File: src/rtl/fifo_gen_reader_if.sv
// Handshake bundle for fifo_gen_reader: command port, FWFT FIFO read side and output beat stream.
// master = environment side (drives commands, FIFO head, downstream accept); slave = the reader.
interface fifo_gen_reader_if #(
  parameter int DATA_WIDTH = 32,
  parameter int LEN_WIDTH  = 16
);
  logic                  cmd_vld;
  logic [LEN_WIDTH-1:0]  cmd_len;
  logic                  cmd_rdy;
  logic                  done;
  logic                  s_data_vld;
  logic [DATA_WIDTH-1:0] s_data;
  logic                  s_read;
  logic                  m_data_vld;
  logic [DATA_WIDTH-1:0] m_data;
  logic                  m_last;
  logic                  m_read;

  modport master (
    output cmd_vld, cmd_len, s_data_vld, s_data, m_read,
    input  cmd_rdy, done, s_read, m_data_vld, m_data, m_last
  );

  modport slave (
    input  cmd_vld, cmd_len, s_data_vld, s_data, m_read,
    output cmd_rdy, done, s_read, m_data_vld, m_data, m_last
  );
endinterface

File: src/rtl/fifo_gen_reader.sv
// Pops cmd_len beats from an FWFT FIFO into a 2-entry skid buffer feeding a valid/read stream.
// Optional FIFO_GEN_READER_STATS_EN adds stall_cnt (RUN cycles starved by an empty FIFO).
module fifo_gen_reader #(
  parameter int DATA_WIDTH = 32,
  parameter int LEN_WIDTH  = 16
) (
  input  logic               clk,
  input  logic               rst,
  fifo_gen_reader_if.slave   bus
`ifdef FIFO_GEN_READER_STATS_EN
  ,
  output logic [31:0]        stall_cnt
`endif
);

  typedef enum logic [1:0] {IDLE, RUN, FLUSH} state_t;

  state_t                state;
  logic [LEN_WIDTH-1:0]  remaining;
  logic [DATA_WIDTH-1:0] hd_data, tl_data;
  logic                  hd_last, tl_last;
  logic                  hd_vld, tl_vld;
  logic                  rem_nz, pop, xfer, new_last;

  // Tail is only ever filled behind a valid head, so occupancy<=1 is simply !tl_vld.
  assign rem_nz   = |remaining;
  assign new_last = (remaining == LEN_WIDTH'(1));
  assign pop      = bus.s_read && bus.s_data_vld;
  assign xfer     = hd_vld && bus.m_read;

  // Reset masks the pop so an aborted command never consumes a FIFO word.
  assign bus.s_read     = !rst && (state == RUN) && rem_nz && !tl_vld;
  assign bus.cmd_rdy    = (state == IDLE);
  assign bus.done       = (state == FLUSH) && !hd_vld;
  assign bus.m_data_vld = hd_vld;
  assign bus.m_data     = hd_data;
  assign bus.m_last     = hd_last;

  always_ff @(posedge clk) begin
    if (rst) begin
      state     <= IDLE;
      remaining <= '0;
    end else begin
      case (state)
        IDLE: if (bus.cmd_vld) begin
          remaining <= bus.cmd_len;
          state     <= (bus.cmd_len != '0) ? RUN : FLUSH;
        end
        RUN: if (pop) begin
          remaining <= remaining - LEN_WIDTH'(1);
          if (new_last) state <= FLUSH;
        end
        FLUSH: if (!hd_vld) state <= IDLE;
        default: state <= IDLE;
      endcase
    end
  end

  // Skid buffer: head drives the outputs, tail absorbs the one pop in flight during a stall.
  always_ff @(posedge clk) begin
    if (rst) begin
      hd_data <= '0;
      tl_data <= '0;
      hd_last <= 1'b0;
      tl_last <= 1'b0;
      hd_vld  <= 1'b0;
      tl_vld  <= 1'b0;
    end else if (xfer) begin
      if (tl_vld) begin
        hd_data <= tl_data;
        hd_last <= tl_last;
        tl_vld  <= 1'b0;
      end else if (pop) begin
        hd_data <= bus.s_data;
        hd_last <= new_last;
      end else begin
        hd_vld  <= 1'b0;
      end
    end else if (pop) begin
      if (!hd_vld) begin
        hd_data <= bus.s_data;
        hd_last <= new_last;
        hd_vld  <= 1'b1;
      end else begin
        tl_data <= bus.s_data;
        tl_last <= new_last;
        tl_vld  <= 1'b1;
      end
    end
  end

`ifdef FIFO_GEN_READER_STATS_EN
  always_ff @(posedge clk) begin
    if (rst || (state == IDLE && bus.cmd_vld))
      stall_cnt <= '0;
    else if (state == RUN && rem_nz && !tl_vld && !bus.s_data_vld && stall_cnt != '1)
      stall_cnt <= stall_cnt + 32'd1;
  end
`endif

endmodule

File: src/flat_wrapper.sv
// flat-port wrapper written by rule: the top's interface ports become plain ports
module fifo_gen_reader_flat 
#(
  parameter int DATA_WIDTH = 32,
  parameter int LEN_WIDTH  = 16
)
  (clk, rst, bus_cmd_vld, bus_cmd_len, bus_s_data_vld, bus_s_data, bus_m_read, bus_cmd_rdy, bus_done, bus_s_read, bus_m_data_vld, bus_m_data, bus_m_last);
  fifo_gen_reader_if #(.DATA_WIDTH(DATA_WIDTH), .LEN_WIDTH(LEN_WIDTH)) bus_i ();
  input  logic clk;
  input  logic rst;
  input wire logic [$bits(bus_i.cmd_vld)-1:0] bus_cmd_vld;
  input wire logic [$bits(bus_i.cmd_len)-1:0] bus_cmd_len;
  input wire logic [$bits(bus_i.s_data_vld)-1:0] bus_s_data_vld;
  input wire logic [$bits(bus_i.s_data)-1:0] bus_s_data;
  input wire logic [$bits(bus_i.m_read)-1:0] bus_m_read;
  output wire logic [$bits(bus_i.cmd_rdy)-1:0] bus_cmd_rdy;
  output wire logic [$bits(bus_i.done)-1:0] bus_done;
  output wire logic [$bits(bus_i.s_read)-1:0] bus_s_read;
  output wire logic [$bits(bus_i.m_data_vld)-1:0] bus_m_data_vld;
  output wire logic [$bits(bus_i.m_data)-1:0] bus_m_data;
  output wire logic [$bits(bus_i.m_last)-1:0] bus_m_last;
  assign bus_i.cmd_vld = bus_cmd_vld;
  assign bus_i.cmd_len = bus_cmd_len;
  assign bus_i.s_data_vld = bus_s_data_vld;
  assign bus_i.s_data = bus_s_data;
  assign bus_i.m_read = bus_m_read;
  assign bus_cmd_rdy = bus_i.cmd_rdy;
  assign bus_done = bus_i.done;
  assign bus_s_read = bus_i.s_read;
  assign bus_m_data_vld = bus_i.m_data_vld;
  assign bus_m_data = bus_i.m_data;
  assign bus_m_last = bus_i.m_last;
  fifo_gen_reader #(.DATA_WIDTH(DATA_WIDTH), .LEN_WIDTH(LEN_WIDTH)) u_core (.clk(clk), .rst(rst), .bus(bus_i));
endmodule
File: config.mk
export PLATFORM = sky130hd
export DESIGN_NAME = fifo_gen_reader_flat
export DESIGN_NICKNAME = d
export VERILOG_FILES = /design/src/rtl/fifo_gen_reader_if.sv /design/src/rtl/fifo_gen_reader.sv /design/src/flat_wrapper.sv
export SDC_FILE = /design/constraint.sdc
export NUM_CORES = 1
export LEC_CHECK = 0
export ABC_CLOCK_PERIOD_IN_PS = 2300
export CAP_MARGIN = 0
export CORE_MARGIN = 2
export CORE_UTILIZATION = 45
export DETAILED_ROUTE_END_ITERATION = 16
export PLACE_DENSITY = 0.73
export SLEW_MARGIN = 10
export SYNTH_ARGS = -nofsm -noshare
export SYNTH_HDL_FRONTEND = slang
export SYNTH_SLANG_ARGS = --single-unit
File: constraint.sdc
create_clock -name clk -period 2.3 [get_ports clk]
set_input_delay 0.23 -clock clk [delete_from_list [all_inputs] [get_ports clk]]
set_output_delay 0.23 -clock clk [all_outputs]
set_load 0.01 [all_outputs]
; ---- Yosys cells after proc, flatten, opt, wreduce, memory -nomap -nowiden
; Index checks and enable logic that the tools add are counted.
[word_totals]
regBits = 86
out_inout_bits = 37
[classes]
n_addsub = 1
eq_ne = 10
muxes = 23
bitwise_logic = 1
n_reduce_logical = 22
[ops]
columns = cell, count
row1 = two-way mux 32 bit, 5
row2 = two-way mux 16 bit, 2
row3 = one-hot mux 16 bit (2 select lines), 1
row4 = == test 16 x 1 -> 1 bit (second input constant), 1
row5 = nonzero test 16 bit, 1
row6 = OR reduction 16 bit, 1
row7 = subtractor 16 x 1 -> 16 bit (second input constant), 1
row8 = AND reduction 3 bit, 4
row9 = two-way mux 2 bit, 5
row10 = != test 2 bit (second input constant), 5
row11 = two-way mux 1 bit, 9
row12 = logical AND 1 bit, 6
row13 = one-hot mux 2 bit (3 select lines), 1
row14 = nonzero test 2 bit, 3
row15 = != test 2 x 1 -> 1 bit (second input constant), 2
row16 = AND reduction 4 bit, 1
row17 = logical NOT 1 bit, 3
row18 = == test 2 x 1 -> 1 bit (second input constant), 1
row19 = == test 2 bit (second input constant), 1
row20 = logical NOT 2 bit, 1
row21 = AND reduction 2 bit, 1
row22 = OR reduction 2 bit, 1
row23 = NOT 1 bit, 1

; ---- Longest topological paths before layout
; Gate-level depths: netlist (run 1).
[logic_depth]
ltp_word = 8
mapped_depth = 9
ltp_nobuf = 7

; ---- Worst setup path after synthesis (run 1)
; No wires, ideal clock.
[synth_path]
path_kind = reg-to-reg
from = register u_core.remaining[4]
to = register u_core.hd_data[10] (netlist: u_core.bus.m_data[10])
t_arrival_ns = 2.077
t_required_ns = 2.219
slack_ns = 0.142
stages_incl_launch_ff = 8
path_buffers = 2
period_less_slack_ns = 2.158
path_cell_list = dfxtp_1 -> or4_4 -> nor4_4 -> o21ai_2 -> and2_1 -> buf_6 -> buf_6 -> a211oi_2
[synth_between]
elab_chain_len = 6
[synth_lines]
columns = element, line_no
row1 = from (decl), fifo_gen_reader.sv:19  ; logic [LEN_WIDTH-1:0] remaining;
row2 = from (signal assigned), fifo_gen_reader.sv:46  ; remaining <= bus.cmd_len;
row3 = from (signal assigned), fifo_gen_reader.sv:50  ; remaining <= remaining - LEN_WIDTH'(1);
row4 = OR reduction 16 bit (*), fifo_gen_reader.sv:26  ; assign rem_nz = |remaining;
row5 = logical AND 1 bit (*) (2 in a row), fifo_gen_reader.sv:32  ; assign bus.s_read = !rst && (state == RUN) && rem_nz && !tl_vld;
row6 = logical AND 1 bit (*), fifo_gen_reader.sv:28  ; assign pop = bus.s_read && bus.s_data_vld;
row7 = nonzero test 2 bit (no source line), -
row8 = AND reduction 3 bit (no source line) (*), -
row9 = to (signal assigned), fifo_gen_reader.sv:70  ; hd_data <= tl_data;
row10 = to (signal assigned), fifo_gen_reader.sv:74  ; hd_data <= bus.s_data;
row11 = to (signal assigned), fifo_gen_reader.sv:81  ; hd_data <= bus.s_data;
row12 = to (decl), fifo_gen_reader.sv:20  ; logic [DATA_WIDTH-1:0] hd_data, tl_data;
; Every way passes the cells marked *; elsewhere a longest branch is shown, timed or not.
; A chain may end at the register's enable or synchronous reset.

; ---- Worst setup path in the final report (run 1)
[layout_path]
from = register u_core.remaining[4]
to = output port bus_s_read
[layout_between]
elab_chain_len = 3
[layout_lines]
columns = element, line_no
row1 = OR reduction 16 bit, fifo_gen_reader.sv:26
row2 = logical AND 1 bit (2 in a row), fifo_gen_reader.sv:32
row3 = to (decl), flat_wrapper.sv:18  ; output wire logic [$bits(bus_i.s_read)-1:0] bus_s_read;
; No other way between the ends.

==> impl_metrics.sql, run 1 <==
INSERT INTO impl_metrics (metric_group, metric, value, unit) VALUES
('worst_hold_path', 'holdPathStages', '2', ''),
('sta', 'max-slew-margin-rel', '0.277', ''),
('power_and_ir_drop', 'p_leak', '2.16', 'nW'),
('sta', 'report.final.hold_viol_count', '0', ''),
('grt', 'grt_pass1_wl', '17400', 'microns'),
('finish', 'layout-drive-gt1-share', '0.190', ''),
('cts', 'clock_sink_count', '86', ''),
('status', 'status', 'completed', ''),
('sta', 'timing_max_transition_violations_final', '0', ''),
('sta', 'finalCriticalPeriod', '2.25', 'ns'),
('yosys', 'synth_top_cells_by_count', '86 x dfxtp_1, 66 x mux2i_1, 54 x a21oi_1', ''),
('worst_hold_path', 'hold_class', 'reg -> reg', ''),
('sta', 'setup_repair_after_global_routing_missed_its_margin', 'no', ''),
('route', 'drt_pass1_iterations', '5', ''),
('placement', 'port_buf_inserts', '89', ''),
('power_and_ir_drop', 'power_per_cell_area', '620', 'nW/um^2'),
('placement', 'gp_congestion', '0.865', ''),
('route', 'first_iter_violations', '148', ''),
('worst_hold_path', 'min_to', 'u_core.tl_data[31]$_SDFFE_PP0P_', ''),
('floorplan', 'floorplan.core_area', '8810', 'sq um'),
('sta', 'worst_pin_slew', '1.08', 'ns'),
('yosys', 'ys_dominant_reg_cell', 'dfxtp_1', ''),
('setup_path', 'cp_top_family', 'simple AND/OR/NAND/NOR gates', ''),
('setup_path', 'critical-path-max-stage-delay', '0.56', 'ns'),
('setup_path', 'crit_type', 'reg -> out', ''),
('floorplan', 'die-area', '9950', 'sq um'),
('yosys', 'number_of_enable_type_register_cells_in_the_synthesized_netlist', '0', ''),
('placement', 'placedCellCount', '634', ''),
('setup_path', 'worst_setup_path_end_kind', 'output pin', ''),
('sta', 'layout_worst_path_cycle_share', '0.977', ''),
('yosys', 'synthesis.area_per_instance', '9.46', 'sq um'),
('placement', 'place_hpwl', '7080', 'microns'),
('finish', 'antenna_cells_inserted', '0', ''),
('sta', 'timing.hold.ws', '0.502', 'ns'),
('floorplan', 'start_util', '0.469', ''),
('grt', 'globalRouteOverflowTotal', '0', ''),
('cts', 'clockBufferDepth', '2', ''),
('route', 'drcViolationCount', '0', ''),
('yosys', 'synthesis.nets', '492', ''),
('finish', 'final_core_utilization', '0.634', ''),
('floorplan', 'design.portCount', '90', ''),
('setup_path', 'regToRegSetupSlack', '0.10', 'ns'),
('finish', 'syn2layout_area_growth', '35.2', '%'),
('yosys', 'synth.distinct_cells', '44', ''),
('run', 'max_cap_viol_count', '0', ''),
('finish', 'finalNonFillerCells', '656', ''),
('yosys', 'synthesis.instances', '436', ''),
('grt', 'largest_net_degree_at_the_start_of_global_routing', '90', ''),
('cts', 'cts_root_buffer', 'clkbuf_8', ''),
('route', 'vias_per_cell', '5.53', ''),
('cts', 'cts_htree_levels', '3', ''),
('cts', 'insertion_delay', '0.34', 'ns'),
('cts', 'clock_tree_from_tritoncts', 'done', ''),
('route', 'detail_route.wirelength', '10600', 'microns'),
('yosys', 'yosys.area.top_type', 'dfxtp_1', ''),
('yosys', 'synth-warning-count', '0', ''),
('setup_path', 'critical_path_required', '2.07', 'ns'),
('setup_path', 'critPathMaxFanout', '2', ''),
('power_and_ir_drop', 'max-vdd-ir-drop', '0.360', 'mV'),
('yosys', 'synth.ff_latch_count', '86', ''),
('placement', 'dp_worst_setup_slack', '-0.252', 'ns'),
('yosys', 'synth_area', '4130', 'sq um'),
('yosys', 'yosysMostFrequentCell', 'dfxtp_1', ''),
('cts', 'worst_setup_hold_path_clk_slew', '0.09', 'ns'),
('setup_path', 'worstSetupStartpointType', 'flop', ''),
('setup_path', 'reg2reg_from', 'u_core.remaining[4]$_SDFFE_PP0P_', ''),
('setup_path', 'cp_num_buf_inv', '2', ''),
('yosys', 'async_reset_ff_frac', '0', ''),
('sta', 'layout_setup_ws', '0.0519', 'ns'),
('setup_path', 'arrival', '2.02', 'ns'),
('sta', 'fmax', '0.445', 'GHz');
-- repair_timing --
item | 4_1_cts | 5_1_grt
pin swaps | 2 | 2
resized for setup | 6 | 3
setup buffers | 6 | 0
hold endpoints to repair | 0 | 0
setup endpoints to repair | 54 | 11
-- worst max-delay path by stage --
stage	start	to
2_1_floorplan	u_core.remaining[4]$_SDFFE_PP0P_	u_core.bus.m_data[10]$_SDFFE_PP0P_
5_1_grt	u_core.remaining[4]$_SDFFE_PP0P_	bus_s_read
3_5_place_dp	bus_s_data_vld	u_core.tl_data[6]$_SDFFE_PP0P_
3_3_place_gp	bus_s_data_vld	u_core.tl_data[6]$_SDFFE_PP0P_
4_1_cts	u_core.remaining[0]$_SDFFE_PP0P_	bus_s_read
6_report	u_core.remaining[4]$_SDFFE_PP0P_	bus_s_read
-- kinds of logic (layout without fill, tap and decap cells) --
group | count (synthesis) | count (layout) | synth area share
compound gates | 130 | 130 | 0.232
simple gates | 108 | 108 | 0.131
flops | 86 | 86 | 0.417
mux | 66 | 66 | 0.160
buf+inv | 41 | 153 | 0.0458
fa+ha+maj | 3 | 3 | 0.00910
xor+xnor | 2 | 2 | 0.00425
-- placed cells by master, fill, tap and decap left out, types with 3 or more instances in the layout --
master,Yosys,routed
a211oi_1,9,8
a211oi_2,30,31
a21oi_1,54,51
a21oi_2,0,3
buf_12,0,3
buf_4,0,39
clkbuf_8,0,9
clkdlybuf4s50_1,0,87
dfxtp_1,86,86
ha_1,3,3
inv_1,6,6
mux2i_1,66,66
nand2_1,23,23
nand2b_1,3,3
nor2_1,47,47
nor3_1,3,3
nor4_1,9,9
o21a_1,3,3
o21ai_0,15,15
o22ai_1,3,3
o32ai_1,3,3
or4_4,2,3
-- worst reg2reg max path: stages, from the launching register on --
cell and delay [ns]:
dfxtp_1 0.32, or4_4 0.56, nor4_4 0.31, buf_4 0.16
buf_4 0.12, o21ai_2 0.08, buf_6 0.21, a21oi_1 0.23
a211oi_2 0.06
-- state kept, by name, summed over array words and instances (netlist names) --
signal	cells
u_core.bus.m_data_vld	1
u_core.remaining	16
u_core.bus.m_last	1
u_core.tl_data	32
u_core.tl_vld	1
u_core.state	2
u_core.bus.m_data	32
u_core.tl_last	1
-- area by class of cell --
class | count | area (sq um)
fillers | 776 | 3230
multi-input cells | 309 | 2250
flip-flops and latches | 86 | 1720
repair buffers | 131 | 1240
well taps | 108 | 135
clock buffers | 9 | 124
clock inverters | 7 | 80.1
inverters | 6 | 22.5
-- report_power, final --
part | internal [mW] | switching [mW]
clock | 0.518 | 0.570
combinational | 0.391 | 0.388
sequential | 1.55 | 0.0382
-- layer usage --
| layer | share of wire | up-vias | routed length [microns] | global-route usage |
|---|---|---|---|---|
| li1 | - | 1812 | - | - |
| met3 | 0.044 | 9 | 460 | 0.0337 |
| met1 | 0.47 | 1726 | 4950 | 0.292 |
| met4 | 0.011 | 0 | 120 | 0.0769 |
| met5 | 0 | - | 0 | 0 |
| met2 | 0.48 | 79 | 5030 | 0.349 |
-- metrics by stage --
step           total power, mW  setup TNS [ns]  cell area, sq um
6_report                  3.46               0              5580
5_1_grt                   3.62               0              5580
4_1_cts                   3.47               0              5570
3_5_place_dp              2.38           -4.48              5300
3_3_place_gp              2.36           -2.67              5300
2_1_floorplan             2.03               0              4130
No activity file was read; power rests on OpenSTA's default activity.
==> run 2: changes to the inputs <==
Settings changed: PLACE_DENSITY 0.73 to default, PLACE_DENSITY_LB_ADDON from default to 0.12.
==> run 2 against run 1 <==
Net effect: power rose by 1.0%; critical path type unchanged; clock skew rose by 0.0069 ns; routed wire length rose by 0.23%.
==> impl_metrics.sql, run 2 (synthesis results as in run 1) <==
INSERT INTO impl_metrics (metric_group, metric, value, unit) VALUES
('grt', 'grt_antenna_before_repair', '0', ''),
('placement', 'placedCellCount', '630', ''),
('route', 'topRoutingLayerUsed', 'met4', ''),
('sta', 'final.setup.tns', '0', 'ns'),
('setup_path', 'arrival', '1.99', 'ns'),
('finish', 'finalNonFillerCells', '649', ''),
('worst_hold_path', 'holdPathStages', '3', ''),
('setup_path', 'worstSetupStartpointType', 'flop', ''),
('floorplan', 'floorplan.core_area', '8810', 'sq um'),
('worst_hold_path', 'hold_class', 'in -> reg', ''),
('floorplan', 'die-height', '99.8', 'microns'),
('finish', 'final_core_utilization', '0.628', ''),
('setup_path', 'crit_type', 'reg -> out', ''),
('placement', 'gp_congestion', '0.889', ''),
('setup_path', 'r2r_end', 'u_core.remaining[10]$_SDFFE_PP0P_', ''),
('finish', 'syn2layout_area_growth', '34.1', '%'),
('setup_path', 'critPathMaxFanout', '2', ''),
('power_and_ir_drop', 'comb_power_share', '0.218', ''),
('sta', 'worst_pin_slew', '0.560', 'ns'),
('placement', 'dp_worst_setup_slack', '0.0242', 'ns'),
('route', 'detail_route.wirelength', '10600', 'microns'),
('setup_path', 'cpMaxStageDelayCell', 'or3b_4', ''),
('floorplan', 'die-area', '9950', 'sq um'),
('floorplan', 'chipWidth', '99.8', 'microns'),
('sta', 'fmax', '0.450', 'GHz'),
('cts', 'cts_htree_levels', '3', ''),
('route', 'vias_per_cell', '5.62', ''),
('route', 'drcViolationCount', '0', ''),
('sta', 'layout_setup_ws', '0.0796', 'ns'),
('cts', 'cts_root_buffer', 'clkbuf_8', ''),
('setup_path', 'cp_num_buf_inv', '3', ''),
('route', 'first_iter_violations', '151', ''),
('sta', 'finalCriticalPeriod', '2.22', 'ns'),
('setup_path', 'critical_path_required', '2.07', 'ns'),
('sta', 'max-slew-margin-rel', '0.627', ''),
('grt', 'grt_pass1_vias', '3693', ''),
('cts', 'worst_setup_hold_path_clk_slew', '0.10', 'ns'),
('cts', 'insertion_delay', '0.35', 'ns'),
('sta', 'report.final.hold_viol_count', '0', ''),
('power_and_ir_drop', 'max-vdd-ir-drop', '0.333', 'mV'),
('power_and_ir_drop', 'netSwitchingPower', '0.988', 'mW'),
('route', 'number_of_vias_in_the_routed_layout', '3650', ''),
('power_and_ir_drop', 'clockPowerShare', '0.325', ''),
('floorplan', 'core.rowCount', '34', ''),
('cts', 'clock_tree_from_tritoncts', 'done', ''),
('route', 'wl_per_cell', '16.3', 'microns'),
('run', 'max_cap_viol_count', '0', ''),
('setup_path', 'timing.critical_path.cells', 'inv_1, ha_1, or3b_4, nor4_4, buf_4, nor4_1, clkdlybuf4s15_2', ''),
('grt', 'gr-usage-all-layers', '0.217', ''),
('grt', 'grt_pass1_wl', '17600', 'microns'),
('sta', 'layout_worst_path_cycle_share', '0.965', ''),
('sta', 'setup_repair_after_global_routing_missed_its_margin', 'no', ''),
('setup_path', 'timing.reg2reg.worst_path_depth', '8', ''),
('finish', 'layout.cells.most_common', 'clkdlybuf4s50_1', ''),
('worst_hold_path', 'min_to', 'u_core.tl_data[5]$_SDFFE_PP0P_', ''),
('placement', 'place_hpwl', '7150', 'microns'),
('route', 'ant_nets', '0', ''),
('setup_path', 'regToRegSetupSlack', '0.13', 'ns'),
('power_and_ir_drop', 'p_leak', '2.12', 'nW'),
('route', 'met3_length', '488', 'microns'),
('floorplan', 'design.portCount', '90', ''),
('power_and_ir_drop', 'p_seq_frac', '0.456', ''),
('finish', 'antenna_cells_inserted', '0', ''),
('grt', 'largest_net_degree_at_the_start_of_global_routing', '47', ''),
('worst_hold_path', 'worstHoldStart', 'rst', ''),
('route', 'drt_pass1_iterations', '5', ''),
('finish', 'fin_nets', '592', ''),
('setup_path', 'cp_top_family', 'simple AND/OR/NAND/NOR gates', ''),
('finish', 'most-common-layout-cells', '87 x clkdlybuf4s50_1, 85 x dfxtp_1, 66 x mux2i_1, 54 x a21oi_1, 47 x nor2_1', ''),
('placement', 'port_buf_inserts', '89', ''),
('sta', 'timing.hold.ws', '0.486', 'ns'),
('setup_path', 'worst_setup_path_end_kind', 'output pin', ''),
('cts', 'clock_sink_count', '86', ''),
('power_and_ir_drop', 'switching_share', '0.283', ''),
('cts', 'clockBufferDepth', '2', ''),
('route', 'met2_length', '5070', 'microns'),
('route', 'wirelength_met1', '4880', 'microns'),
('cts', 'cts_inserted_buffers', '9', ''),
('status', 'status', 'completed', ''),
('sta', 'setup_violations', '0', ''),
('power_and_ir_drop', 'power_per_cell_area', '631', 'nW/um^2'),
('sta', 'timing_max_transition_violations_final', '0', ''),
('setup_path', 'reg2reg_from', 'u_core.remaining[0]$_SDFFE_PP0P_', ''),
('cts', 'hold_buffer_count_at_cts', '0', ''),
('setup_path', 'critical-path-max-stage-delay', '0.38', 'ns'),
('finish', 'layout-drive-gt1-share', '0.176', ''),
('sta', 'fin_worst_skew', '0.0170', 'ns'),
('finish', 'n_fill_cell', '744', ''),
('floorplan', 'start_util', '0.469', ''),
('power_and_ir_drop', 'internal_power', '2.50', 'mW'),
('grt', 'globalRouteOverflowTotal', '0', '');
-- run 2: how the worst max path moves through the flow --
| stage | from | cells past startpoint | to |
|---|---|---|---|
| finish | u_core.remaining[0]$_SDFFE_PP0P_ | 7 | bus_s_read |
| global placement | u_core.remaining[2]$_SDFFE_PP0P_ | 5 | bus_s_read |
| CTS | u_core.remaining[1]$_SDFFE_PP0P_ | 9 | u_core.tl_data[11]$_SDFFE_PP0P_ |
| detailed placement | u_core.remaining[2]$_SDFFE_PP0P_ | 5 | bus_s_read |
| global route | u_core.remaining[0]$_SDFFE_PP0P_ | 7 | bus_s_read |
| floorplan | u_core.remaining[4]$_SDFFE_PP0P_ | 7 | u_core.bus.m_data[10]$_SDFFE_PP0P_ |
-- run 2: through the flow --
step / area [sq um] / power [mW]
3_5_place_dp: 5290 / 2.37
2_1_floorplan: 4130 / 2.03
3_3_place_gp: 5290 / 2.36
4_1_cts: 5520 / 3.51
6_report: 5530 / 3.49
5_1_grt: 5530 / 3.64
-- run 2: routing by layer --
layer / vias up / global-route usage
li1: 1791 / -
met1: 1739 / 0.280
met2: 105 / 0.374
met3: 15 / 0.0344
met4: 0 / 0.0674
met5: - / 0
-- run 2: area by class of cell --
type / instances / area [sq um] / area share
multi-input cells: 309 / 2230 / 0.404
well taps: 108 / 135 / 0.0244
clock inverters: 5 / 65.1 / 0.0118
inverters: 6 / 22.5 / 0.00407
flip-flops and latches: 86 / 1720 / 0.311
repair buffers: 124 / 1200 / 0.217
clock buffers: 11 / 151 / 0.0274
-- run 2: worst reg2reg max path, cell delays in order, from the launching register on --
cell and delay [ns]:
dfxtp_1 0.31, inv_1 0.08, buf_4 0.12, ha_1 0.19, or3b_2 0.54, nor4_1 0.31
xnor2_1 0.12, a211o_1 0.30, a21oi_1 0.14
-- run 2: power by group through the flow --
stage               logic [mW]  registers, mW  clock network, mW
global route             0.829           1.60               1.21
CTS                      0.761           1.59               1.15
floorplan                0.389           1.64                  0
detailed placement       0.747           1.63                  0
global placement         0.733           1.62                  0
finish                   0.762           1.59               1.14
-- run 2: timing repair --
item | CTS | global route
gates resized for setup | 5 | 3
setup endpoints to repair | 1 | 35
buffers inserted | 2 | 1
pin swaps | 2 | 2
hold endpoints to repair | 0 | 0
